`src/rtl/skolem_ctrl_pkg.sv`:
```
// Shared types and helpers for the bvsge(bvudiv(x, s), t) Skolem witness controller.
package skolem_ctrl_pkg;

    localparam int unsigned MAX_W = 32;

    typedef enum logic [2:0] {
        IDLE,
        LOAD,
        DIV,
        CHECK,
        RESP
    } state_e;

    // Largest positive w-bit two's-complement value.
    function automatic logic [MAX_W-1:0] cand_smax(input int unsigned w);
        return (MAX_W'(1) << (w - 1)) - MAX_W'(1);
    endfunction

    function automatic logic [MAX_W-1:0] cand_ones(input int unsigned w);
        return (w >= MAX_W) ? '1 : (MAX_W'(1) << w) - MAX_W'(1);
    endfunction

    // Signed >= on zero-extended w-bit values: flipping the sign bit maps signed order onto unsigned order.
    function automatic logic sge(input logic [MAX_W-1:0] a,
                                 input logic [MAX_W-1:0] b,
                                 input int unsigned      w);
        logic [MAX_W-1:0] bias;
        bias = MAX_W'(1) << (w - 1);
        return (a ^ bias) >= (b ^ bias);
    endfunction

endpackage

```
`src/rtl/udiv_serial.sv`:
```
// Bit-serial restoring unsigned divider: one quotient bit per step, MSB first.
// A zero divisor yields an all-ones quotient because every trial subtraction succeeds.
module udiv_serial #(
    parameter int unsigned W = 4
) (
    input  logic         clk,
    input  logic         rst,
    input  logic         load_i,
    input  logic         step_i,
    input  logic [W-1:0] dividend_i,
    input  logic [W-1:0] divisor_i,
    output logic [W-1:0] q_o,
    output logic [W-1:0] rem_o,
    output logic         last_c,
    output logic         done_o
);

    localparam int unsigned CW = $clog2(W + 1);

    logic [W-1:0]  rem_q, rem_d;
    logic [W-1:0]  dq_q, dq_d;
    logic [CW-1:0] cnt_q, cnt_d;
    logic [W:0]    trial;
    logic          fits;

    // dq holds the unconsumed dividend bits on the left and the quotient bits shifted in on the right.
    always_comb begin
        rem_d = rem_q;
        dq_d  = dq_q;
        cnt_d = cnt_q;
        trial = {rem_q, dq_q[W-1]};
        fits  = trial >= {1'b0, divisor_i};
        if (load_i) begin
            rem_d = '0;
            dq_d  = dividend_i;
            cnt_d = CW'(W);
        end else if (step_i && (cnt_q != '0)) begin
            if (fits) begin
                rem_d = W'(trial - {1'b0, divisor_i});
                dq_d  = {dq_q[W-2:0], 1'b1};
            end else begin
                rem_d = trial[W-1:0];
                dq_d  = {dq_q[W-2:0], 1'b0};
            end
            cnt_d = cnt_q - CW'(1);
        end
    end

    always_ff @(posedge clk) begin
        if (rst) begin
            rem_q <= '0;
            dq_q  <= '0;
            cnt_q <= '0;
        end else begin
            rem_q <= rem_d;
            dq_q  <= dq_d;
            cnt_q <= cnt_d;
        end
    end

    assign q_o    = dq_q;
    assign rem_o  = rem_q;
    assign done_o = (cnt_q == '0);
    assign last_c = step_i && (cnt_q == CW'(1));

endmodule

```
`src/rtl/skolem_udiv_sge_ctrl.sv`:
```
// Sequential Skolem witness generator for bvsge(bvudiv(x, s), t), sharing one serial divider across candidates.
// Define SKOLEM_IC_CHECK_EN to cross-check each result against the closed-form invertibility condition.
module skolem_udiv_sge_ctrl
    import skolem_ctrl_pkg::*;
#(
    parameter int unsigned W = 4
) (
    input  logic         clk,
    input  logic         rst,
    input  logic         req_valid,
    output logic         req_ready,
    input  logic [W-1:0] req_s,
    input  logic [W-1:0] req_t,
    output logic         rsp_valid,
    input  logic         rsp_ready,
    output logic         rsp_sat,
    output logic [W-1:0] rsp_x,
    output logic [W-1:0] rsp_q,
    output logic         ic_mismatch
);

    localparam logic [W-1:0] C1 = W'(cand_smax(W));
    localparam logic [W-1:0] C2 = W'(cand_ones(W));

    state_e       state_q;
    logic [W-1:0] s_q, t_q;
    logic         cand_idx_q;
    logic         req_ready_q, rsp_valid_q, rsp_sat_q;
    logic [W-1:0] rsp_x_q, rsp_q_q;

    logic         div_load, div_step, div_last, div_done;
    logic [W-1:0] cand, div_q, div_rem_unused;
    logic         q_ge_t;

    assign div_load = (state_q == LOAD);
    assign div_step = (state_q == DIV);
    assign cand     = cand_idx_q ? C2 : C1;
    assign q_ge_t   = sge(MAX_W'(div_q), MAX_W'(t_q), W);

    udiv_serial #(.W(W)) u_div (
        .clk       (clk),
        .rst       (rst),
        .load_i    (div_load),
        .step_i    (div_step),
        .dividend_i(cand),
        .divisor_i (s_q),
        .q_o       (div_q),
        .rem_o     (div_rem_unused),
        .last_c    (div_last),
        .done_o    (div_done)
    );

    // C1 decides s<=1, C2 decides s>=2 and s=0, so trying both in order is complete.
    always_ff @(posedge clk) begin
        if (rst) begin
            state_q     <= IDLE;
            s_q         <= '0;
            t_q         <= '0;
            cand_idx_q  <= 1'b0;
            req_ready_q <= 1'b1;
            rsp_valid_q <= 1'b0;
            rsp_sat_q   <= 1'b0;
            rsp_x_q     <= '0;
            rsp_q_q     <= '0;
        end else begin
            case (state_q)
                IDLE: begin
                    if (req_valid) begin
                        s_q         <= req_s;
                        t_q         <= req_t;
                        cand_idx_q  <= 1'b0;
                        req_ready_q <= 1'b0;
                        state_q     <= LOAD;
                    end
                end
                LOAD: state_q <= DIV;
                DIV: begin
                    if (div_last) begin
                        state_q <= CHECK;
                    end
                end
                CHECK: begin
                    if (div_done) begin
                        rsp_q_q <= div_q;
                        if (q_ge_t) begin
                            rsp_sat_q   <= 1'b1;
                            rsp_x_q     <= cand;
                            rsp_valid_q <= 1'b1;
                            state_q     <= RESP;
                        end else if (cand_idx_q) begin
                            rsp_sat_q   <= 1'b0;
                            rsp_x_q     <= '0;
                            rsp_valid_q <= 1'b1;
                            state_q     <= RESP;
                        end else begin
                            cand_idx_q <= 1'b1;
                            state_q    <= LOAD;
                        end
                    end
                end
                RESP: begin
                    if (rsp_ready) begin
                        rsp_valid_q <= 1'b0;
                        req_ready_q <= 1'b1;
                        state_q     <= IDLE;
                    end
                end
                default: begin
                    state_q     <= IDLE;
                    req_ready_q <= 1'b1;
                    rsp_valid_q <= 1'b0;
                end
            endcase
        end
    end

    assign req_ready = req_ready_q;
    assign rsp_valid = rsp_valid_q;
    assign rsp_sat   = rsp_sat_q;
    assign rsp_x     = rsp_x_q;
    assign rsp_q     = rsp_q_q;

`ifdef SKOLEM_IC_CHECK_EN
    function automatic logic [W-1:0] udiv_smt(input logic [W-1:0] a, input logic [W-1:0] d);
        return (d == '0) ? '1 : a / d;
    endfunction

    logic ic_c;

    always_comb begin
        ic_c = sge(MAX_W'(udiv_smt(C2, s_q)), MAX_W'(t_q), W)
             | sge(MAX_W'(udiv_smt(C1, s_q)), MAX_W'(t_q), W);
    end

    assign ic_mismatch = rsp_valid_q & (ic_c != rsp_sat_q);

    always_ff @(posedge clk) begin
        if (!rst) begin
            assert (!ic_mismatch);
        end
    end
`else
    assign ic_mismatch = 1'b0;
`endif

endmodule

```
`config.mk`:
```
export PLATFORM = sky130hd
export DESIGN_NAME = skolem_udiv_sge_ctrl
export DESIGN_NICKNAME = d
export VERILOG_FILES = /design/src/rtl/skolem_ctrl_pkg.sv /design/src/rtl/udiv_serial.sv /design/src/rtl/skolem_udiv_sge_ctrl.sv
export SDC_FILE = /design/constraint.sdc
export NUM_CORES = 1
export LEC_CHECK = 0
export BUFFER_PORTS_ARGS = -buffer_cell sky130_fd_sc_hd__clkbuf_2
export CORE_MARGIN = 4
export CORE_UTILIZATION = 55
export CTS_CLUSTER_DIAMETER = 80
export DETAILED_ROUTE_END_ITERATION = 12
export GPL_ROUTABILITY_DRIVEN = 0
export PLACE_DENSITY = 0.85
export SYNTH_ARGS = -nofsm -noshare
export SYNTH_HDL_FRONTEND = slang
export SYNTH_SLANG_ARGS = --single-unit
```
`constraint.sdc`:
```
create_clock -name clk -period 2.4 [get_ports clk]
set_clock_uncertainty 0.2 [all_clocks]
set_input_delay 0.12 -clock clk [delete_from_list [all_inputs] [get_ports clk]]
set_output_delay 0.12 -clock clk [all_outputs]
set_load 0.005 [all_outputs]
```
==> reports/metrics.csv, run 1 <==
stage,metric,value,unit
outcome,status,finished clean,
power,PwrDens,592.2,mW/mm^2
critical_path,critical path type,flop to flop,
cells_and_area,filler cell count,212,
critical_path,Crit path buffers/inverters,1,
clocking,Clock transition at path regs,0.09,ns
global_routing,grt total ovfl,0,
timing,"Slew Viols, Final",0,
drt,DR vias/cell,5.430,
critical_path,CP Launch Type,flop,
global_routing,vias in the first global route,1150,
floorplan,DIE HEIGHT,61.90,um
critical_path,Worst EP required,2.42,ns
global_routing,largest net degree at the start of global routing,27,
critical_path,CP arrival,1.97,ns
cells_and_area,Area Growth Syn to Fin,13.39,%
drt,antenna-violating nets left,0,
drt,Vias,1325,
synthesis,Post-Syn Instances,186,
clocking,# resized after CTS,0,
power,Lkg Pwr,0.7284,nW
synthesis,Avg Inst Size Synth,8.590,sq um
timing,Least-Margin Pin Slew,0.5198,ns
clocking,Num CTS Buffers,5,
drt,initial drt markers,89,
timing,RSZ-0062 raised after global routing,false,
power,switching share of power,0.3027,
synthesis,Mapped Area,0.001598,sq mm
cells_and_area,most frequent cells in the layout,"dfxtp_1 (31), nand2_1 (26), clkbuf_2 (22)",
clocking,TritonCTS clock tree,yes,
min_path,hold crit path type,input port to flop,
drt,total iterations of the first detailed-routing run,4,
power,Worst VDD drop,0.4437,mV
power,sw power,324.7,uW
critical_path,worst-path fanout max,5,
clocking,later-pin clock latency in the skew report,0.33,ns
power,Int Pwr,748.2,uW
drt,DR DRC count,0,
power,sequential power share,0.529,
cells_and_area,Post-Route Utilization,0.6570,
floorplan,Die W,61.90,um
synthesis,post-synth cell types,45,
global_routing,initial antenna violation count,0,
power,clock share of power,0.270,
global_routing,gr usage total,0.1815,
floorplan,total die area,0.003832,sq mm
critical_path,"Slowest-stage cell, CP",ha_1,
cells_and_area,layout net count,236,
clocking,CTS sink count,31,
drt,Routed WL per cell,12.91,um
place,IO Port Bufs,22,
floorplan,Ports,24,
floorplan,CORE AREA,0.002758,sq mm
global_routing,first-pass GRT wire length,5085,um
floorplan,Std-Cell Rows,19,
timing,crit path time final,1.949,ns
synthesis,Yosys Warn Count,0,
power,Comb pwr share,0.200,
synthesis,"EDFF count, synth",0,
timing,max_slew headroom,0.6535,
critical_path,max incr delay on CP,0.34,ns
cells_and_area,"commonest non-fill, non-tap cell in the layout",dfxtp_1,
timing,final hold violation count,0,
job,max cap viols,0,
clocking,clock root cell,clkbuf_4,
timing,Setup Total Neg Slack,0,ns
critical_path,Worst setup EP type,flop,
synthesis,Syn Nets,210,
timing,max frequency,513.0,MHz
power,Final Total Pwr,1.073,mW
cells_and_area,Ant. Diodes,0,
drt,final WL,3150,um
place,hpwl dp,2260,um
critical_path,critical path's top delay family,compound AO/OA/AOI/OAI gates,
clocking,H-Tree Depth,2,
floorplan,starting density of the core,0.5794,
clocking,Longest Clk Path Bufs,2,
cells_and_area,layout cell share with drive strength beyond 1,0.1784,
synthesis,Main synth FF type,dfxtp_1,
synthesis,post-synthesis sequential area ratio,0.3884,
timing,final setup fails,0,
synthesis,Async SR Flop Fraction,0,
critical_path,crit path cell chain,inv_1 > ha_1 > o21ai_0 > a21oi_2 > or2_2 > o211ai_1 > nand2_1,
synthesis,Synth Register Bits,31,
timing,period utilisation layout,0.8123,
[Yosys cell counts, types with 2 or more instances]
master    instances  area [sq um]
nand3_1           2         10.01
a21oi_1          14         70.07
dfxtp_1          31         620.6
a211oi_1          4         30.03
ha_1             11         137.6
nand4_1           2         12.51
clkbuf_1          2         7.510
a22o_1            2         17.52
buf_4             7         52.55
nand2b_1          2         12.51
buf_2             2         10.01
o21ai_0           6         30.03
mux2i_1           5         50.05
nand2_1          26         97.59
o211ai_1          4         30.03
and3_1            2         12.51
nor3_1            8         40.04
inv_1            11         41.29
nor2_1           19         71.32
[worst paths after layout]
kind | startpoint | end | slack [ns] | cells past startpoint
worst min-delay path | rst | rsp_q[3] | 0.11 | 2
worst max-delay path | s_q[2] | u_div.rem_o[0] | 0.45 | 7
worst min register to register | s_q[2] | s_q[2] | 0.26 | 2
worst max register to register | s_q[2] | u_div.rem_o[0] | 0.45 | 7
[layer usage]
layer,GRT usage,wire (um),up-vias
met5,0,0,-
met1,0.2393,1531,608
met2,0.2765,1453,20
met4,0.06364,38,0
li1,-,-,692
met3,0.06198,126,5
[stage by stage]
stage | setup WS, ns | area [sq um] | instances | hold WS (ns)
finish | 0.4506 | 1812 | 244 | 0.1139
global route | 0.3270 | 1812 | 244 | 0.1347
CTS | 0.4899 | 1812 | 244 | 0.1008
detailed placement | 0.5020 | 1662 | 226 | 0.1527
global placement | 0.5001 | 1662 | 226 | 0.1471
floorplan | 0.6305 | 1598 | 186 | 0.05596
[cell families (layout without fill, tap and decap cells)]
| family | after synthesis | in the layout | share of synthesized area |
|---|---|---|---|
| fa+ha+maj | 12 | 12 | 0.09867 |
| simple gates | 70 | 70 | 0.2169 |
| compound gates | 40 | 40 | 0.1652 |
| other cells | 1 | 1 | 0.002347 |
| buf+inv | 24 | 51 | 0.07909 |
| mux | 6 | 6 | 0.03837 |
| flops | 31 | 31 | 0.3884 |
| xor+xnor | 2 | 2 | 0.01097 |
[power by group through the flow]
| stage | Sequential (mW) | Clock (mW) | Combinational (mW) |
|---|---|---|---|
| 2_1_floorplan | 0.567 | 0 | 0.170 |
| 3_3_place_gp | 0.579 | 0 | 0.193 |
| 3_5_place_dp | 0.579 | 0 | 0.199 |
| 4_1_cts | 0.567 | 0.298 | 0.212 |
| 5_1_grt | 0.572 | 0.324 | 0.240 |
| 6_report | 0.568 | 0.290 | 0.215 |
[worst register-to-register path, stage by stage (launching register included)]
cell      delay, ns
dfxtp_1        0.33
inv_1          0.04
ha_1           0.34
o21ai_0        0.23
a21oi_2        0.09
or2_2          0.32
o211ai_1       0.20
nand2_1        0.07
[area by class of cell]
| type | instances | area, sq um | area share |
|---|---|---|---|
| Multi-Input combinational cell | 131 | 850.8 | 0.4696 |
| Sequential cell | 31 | 620.6 | 0.3425 |
| Timing Repair Buffer | 32 | 210.2 | 0.1160 |
| Clock buffer | 7 | 45.04 | 0.02486 |
| Inverter | 11 | 41.29 | 0.02279 |
| Tap cell | 31 | 38.79 | 0.02141 |
| Clock inverter | 1 | 5.005 | 0.002762 |
[what timing repair did]
item	4_1_cts	5_1_grt
endpoints found under the hold margin	10	0
hold buffers	10	0
buffers inserted	0	0
[flip-flops by register name (all words and copies together), names as in the netlist]
name	count
cand_idx_q	1
req_ready	1
rsp_q	4
rsp_valid	1
rsp_x	2
s_q	4
state_q	3
t_q	4
u_div.cnt_q	3
u_div.q_o	4
u_div.rem_o	4
Note: power is estimated with default switching activity, not from simulation.
==> run 2, diff against run 1 <==
==> constraint.sdc (replaced) <==
create_clock -name clk -period 1.8 [get_ports clk]
set_clock_uncertainty 0.2 [all_clocks]
set_input_delay 0.09 -clock clk [delete_from_list [all_inputs] [get_ports clk]]
set_output_delay 0.09 -clock clk [all_outputs]
set_load 0.005 [all_outputs]
==> run 2 against run 1 <==
  * Sequential power increased by 33%
  * First-iteration DRC count decreased by 11%
  * Largest cell class unchanged
  * Sequential share of layout area decreased by 3.0 points
  * Setup slack got worse by 0.41 ns
  * Critical path type unchanged
  * Routed wire length increased by 9.4%
  * Highest routed layer unchanged
  * Flip-flop and latch count unchanged
  * Die area unchanged
  * Global-route usage increased by 1.2 points
  * Register-to-register slack got worse by 0.41 ns
  * Clock-buffer cell count decreased by 1
==> reports/metrics.csv, run 2 (synthesized netlist as in run 1, its figures left out) <==
stage,metric,value,unit
drt,DR DRC count,0,
place,DP Worst Slack,-0.06687,ns
floorplan,Std-Cell Rows,19,
global_routing,initial antenna violation count,0,
cells_and_area,layout net count,251,
critical_path,Worst EP required,1.82,ns
cells_and_area,Area Growth Syn to Fin,25.14,%
drt,Routed WL per cell,13.35,um
floorplan,Ports,24,
floorplan,total die area,0.003832,sq mm
cells_and_area,layout cell share with drive strength beyond 1,0.2907,
power,PwrDens,773.0,mW/mm^2
critical_path,critical path's top delay family,compound AO/OA/AOI/OAI gates,
job,max cap viols,0,
timing,final setup fails,0,
timing,crit path time final,1.758,ns
critical_path,Worst setup EP type,flop,
power,Worst VDD drop,0.6520,mV
floorplan,starting density of the core,0.5794,
drt,final WL,3445,um
place,IO Port Bufs,22,
drt,DR vias/cell,5.453,
drt,antenna-violating nets left,0,
timing,setup slack after layout,0.04201,ns
critical_path,"Slowest-stage cell, CP",dfxtp_1,
clocking,CTS sink count,31,
cells_and_area,Post-Route Utilization,0.7250,
clocking,Clock transition at path regs,0.10,ns
clocking,TritonCTS clock tree,yes,
critical_path,CP arrival,1.78,ns
cells_and_area,"commonest non-fill, non-tap cell in the layout",dfxtp_1,
global_routing,vias in the first global route,1261,
cells_and_area,most frequent cells in the layout,"dfxtp_1 (28), nand2_1 (26), clkbuf_2 (22)",
clocking,Num CTS Buffers,5,
critical_path,max incr delay on CP,0.35,ns
floorplan,DIE HEIGHT,61.90,um
power,Lkg Pwr,0.8151,nW
critical_path,worst-path fanout max,2,
min_path,hold crit path type,input port to flop,
timing,period utilisation layout,0.9767,
clocking,later-pin clock latency in the skew report,0.33,ns
timing,max frequency,568.8,MHz
clocking,H-Tree Depth,2,
timing,final hold violation count,0,
cells_and_area,filler cell count,187,
global_routing,gr usage total,0.1935,
floorplan,Die W,61.90,um
cells_and_area,Ant. Diodes,0,
timing,"Slew Viols, Final",0,
place,hpwl dp,2299,um
critical_path,crit path cell chain,inv_1 > ha_1 > o211ai_1 > o21ai_1 > buf_4 > a22oi_1 > nor2_1,
cells_and_area,Reg area,624.3,sq um
floorplan,CORE AREA,0.002758,sq mm
outcome,status,finished clean,
drt,Vias,1407,
critical_path,CP Launch Type,flop,
global_routing,grt total ovfl,0,
clocking,clock root cell,clkbuf_4,
place,placed insts,239,
drt,total iterations of the first detailed-routing run,4,
global_routing,first-pass GRT wire length,5388,um
cells_and_area,area of the multi-input gates,903.4,sq um
clocking,Longest Clk Path Bufs,2,
critical_path,critical path type,flop to flop,
cells_and_area,final cell count without fillers,258,
drt,initial drt markers,79,
critical_path,Crit path buffers/inverters,2,
global_routing,largest net degree at the start of global routing,26,
run 2: cell types whose count changed in the layout (fill, tap and decap cells not counted), sizes merged:
cell and delta:
clkbuf -1, buf +15
run 2: area by class of cell:
type / count / share of cell area
multi-input cells: 131 / 0.4518
flip-flops and latches: 31 / 0.3123
repair buffers: 47 / 0.1677
clock buffers: 6 / 0.02566
inverters: 11 / 0.02065
well taps: 31 / 0.01940
clock inverters: 1 / 0.002503
run 2: layer usage:
layer / GRT usage / up-vias / wire, um
li1: - / 718 / -
met1: 0.2268 / 652 / 1529
met2: 0.3139 / 29 / 1699
met3: 0.05785 / 8 / 153
met4: 0.1091 / 0 / 63
met5: 0 / - / 0
run 2: per-stage QoR:
step	hold WS (ns)	area (sq um)	TNS, ns	power, mW
2_1_floorplan	0.02596	1598	0	0.9826
5_1_grt	0.01107	1999	-0.004958	1.625
4_1_cts	0.001269	1943	0	1.519
6_report	0.003089	1999	0	1.546
3_3_place_gp	0.1145	1759	-0.002847	1.073
3_5_place_dp	0.1171	1759	-0.1308	1.084
run 2: power breakdown:
| group | switching, mW | internal, mW | total [mW] |
|---|---|---|---|
| Sequential | 0.0325 | 0.722 | 0.754 |
| Clock | 0.237 | 0.181 | 0.418 |
| Combinational | 0.192 | 0.181 | 0.373 |
run 2: path summary, 6_finish.rpt:
kind	cells after the start	end	slack [ns]	startpoint
worst max register to register	7	rsp_x[2]	0.04	t_q[1]
worst max-delay path	7	rsp_x[2]	0.04	t_q[1]
worst min-delay path	3	u_div.q_o[3]	0.003	rst
worst min register to register	2	rsp_x[3]	0.26	rsp_x[3]
run 2: timing repair:
| item | CTS | global route |
|---|---|---|
| endpoints found under the hold margin | 11 | 0 |
| buffers inserted | 0 | 2 |
| resized for setup | 5 | 13 |
| pin swaps | 2 | 5 |
| hold buffers | 10 | 0 |
| endpoints found under the setup margin | 3 | 14 |
run 2: worst min-delay path: cells and delay by family:
family	cells	cell delay [ns]
buffers and inverters	2	0.30
AND/OR/NAND/NOR	1	0.11
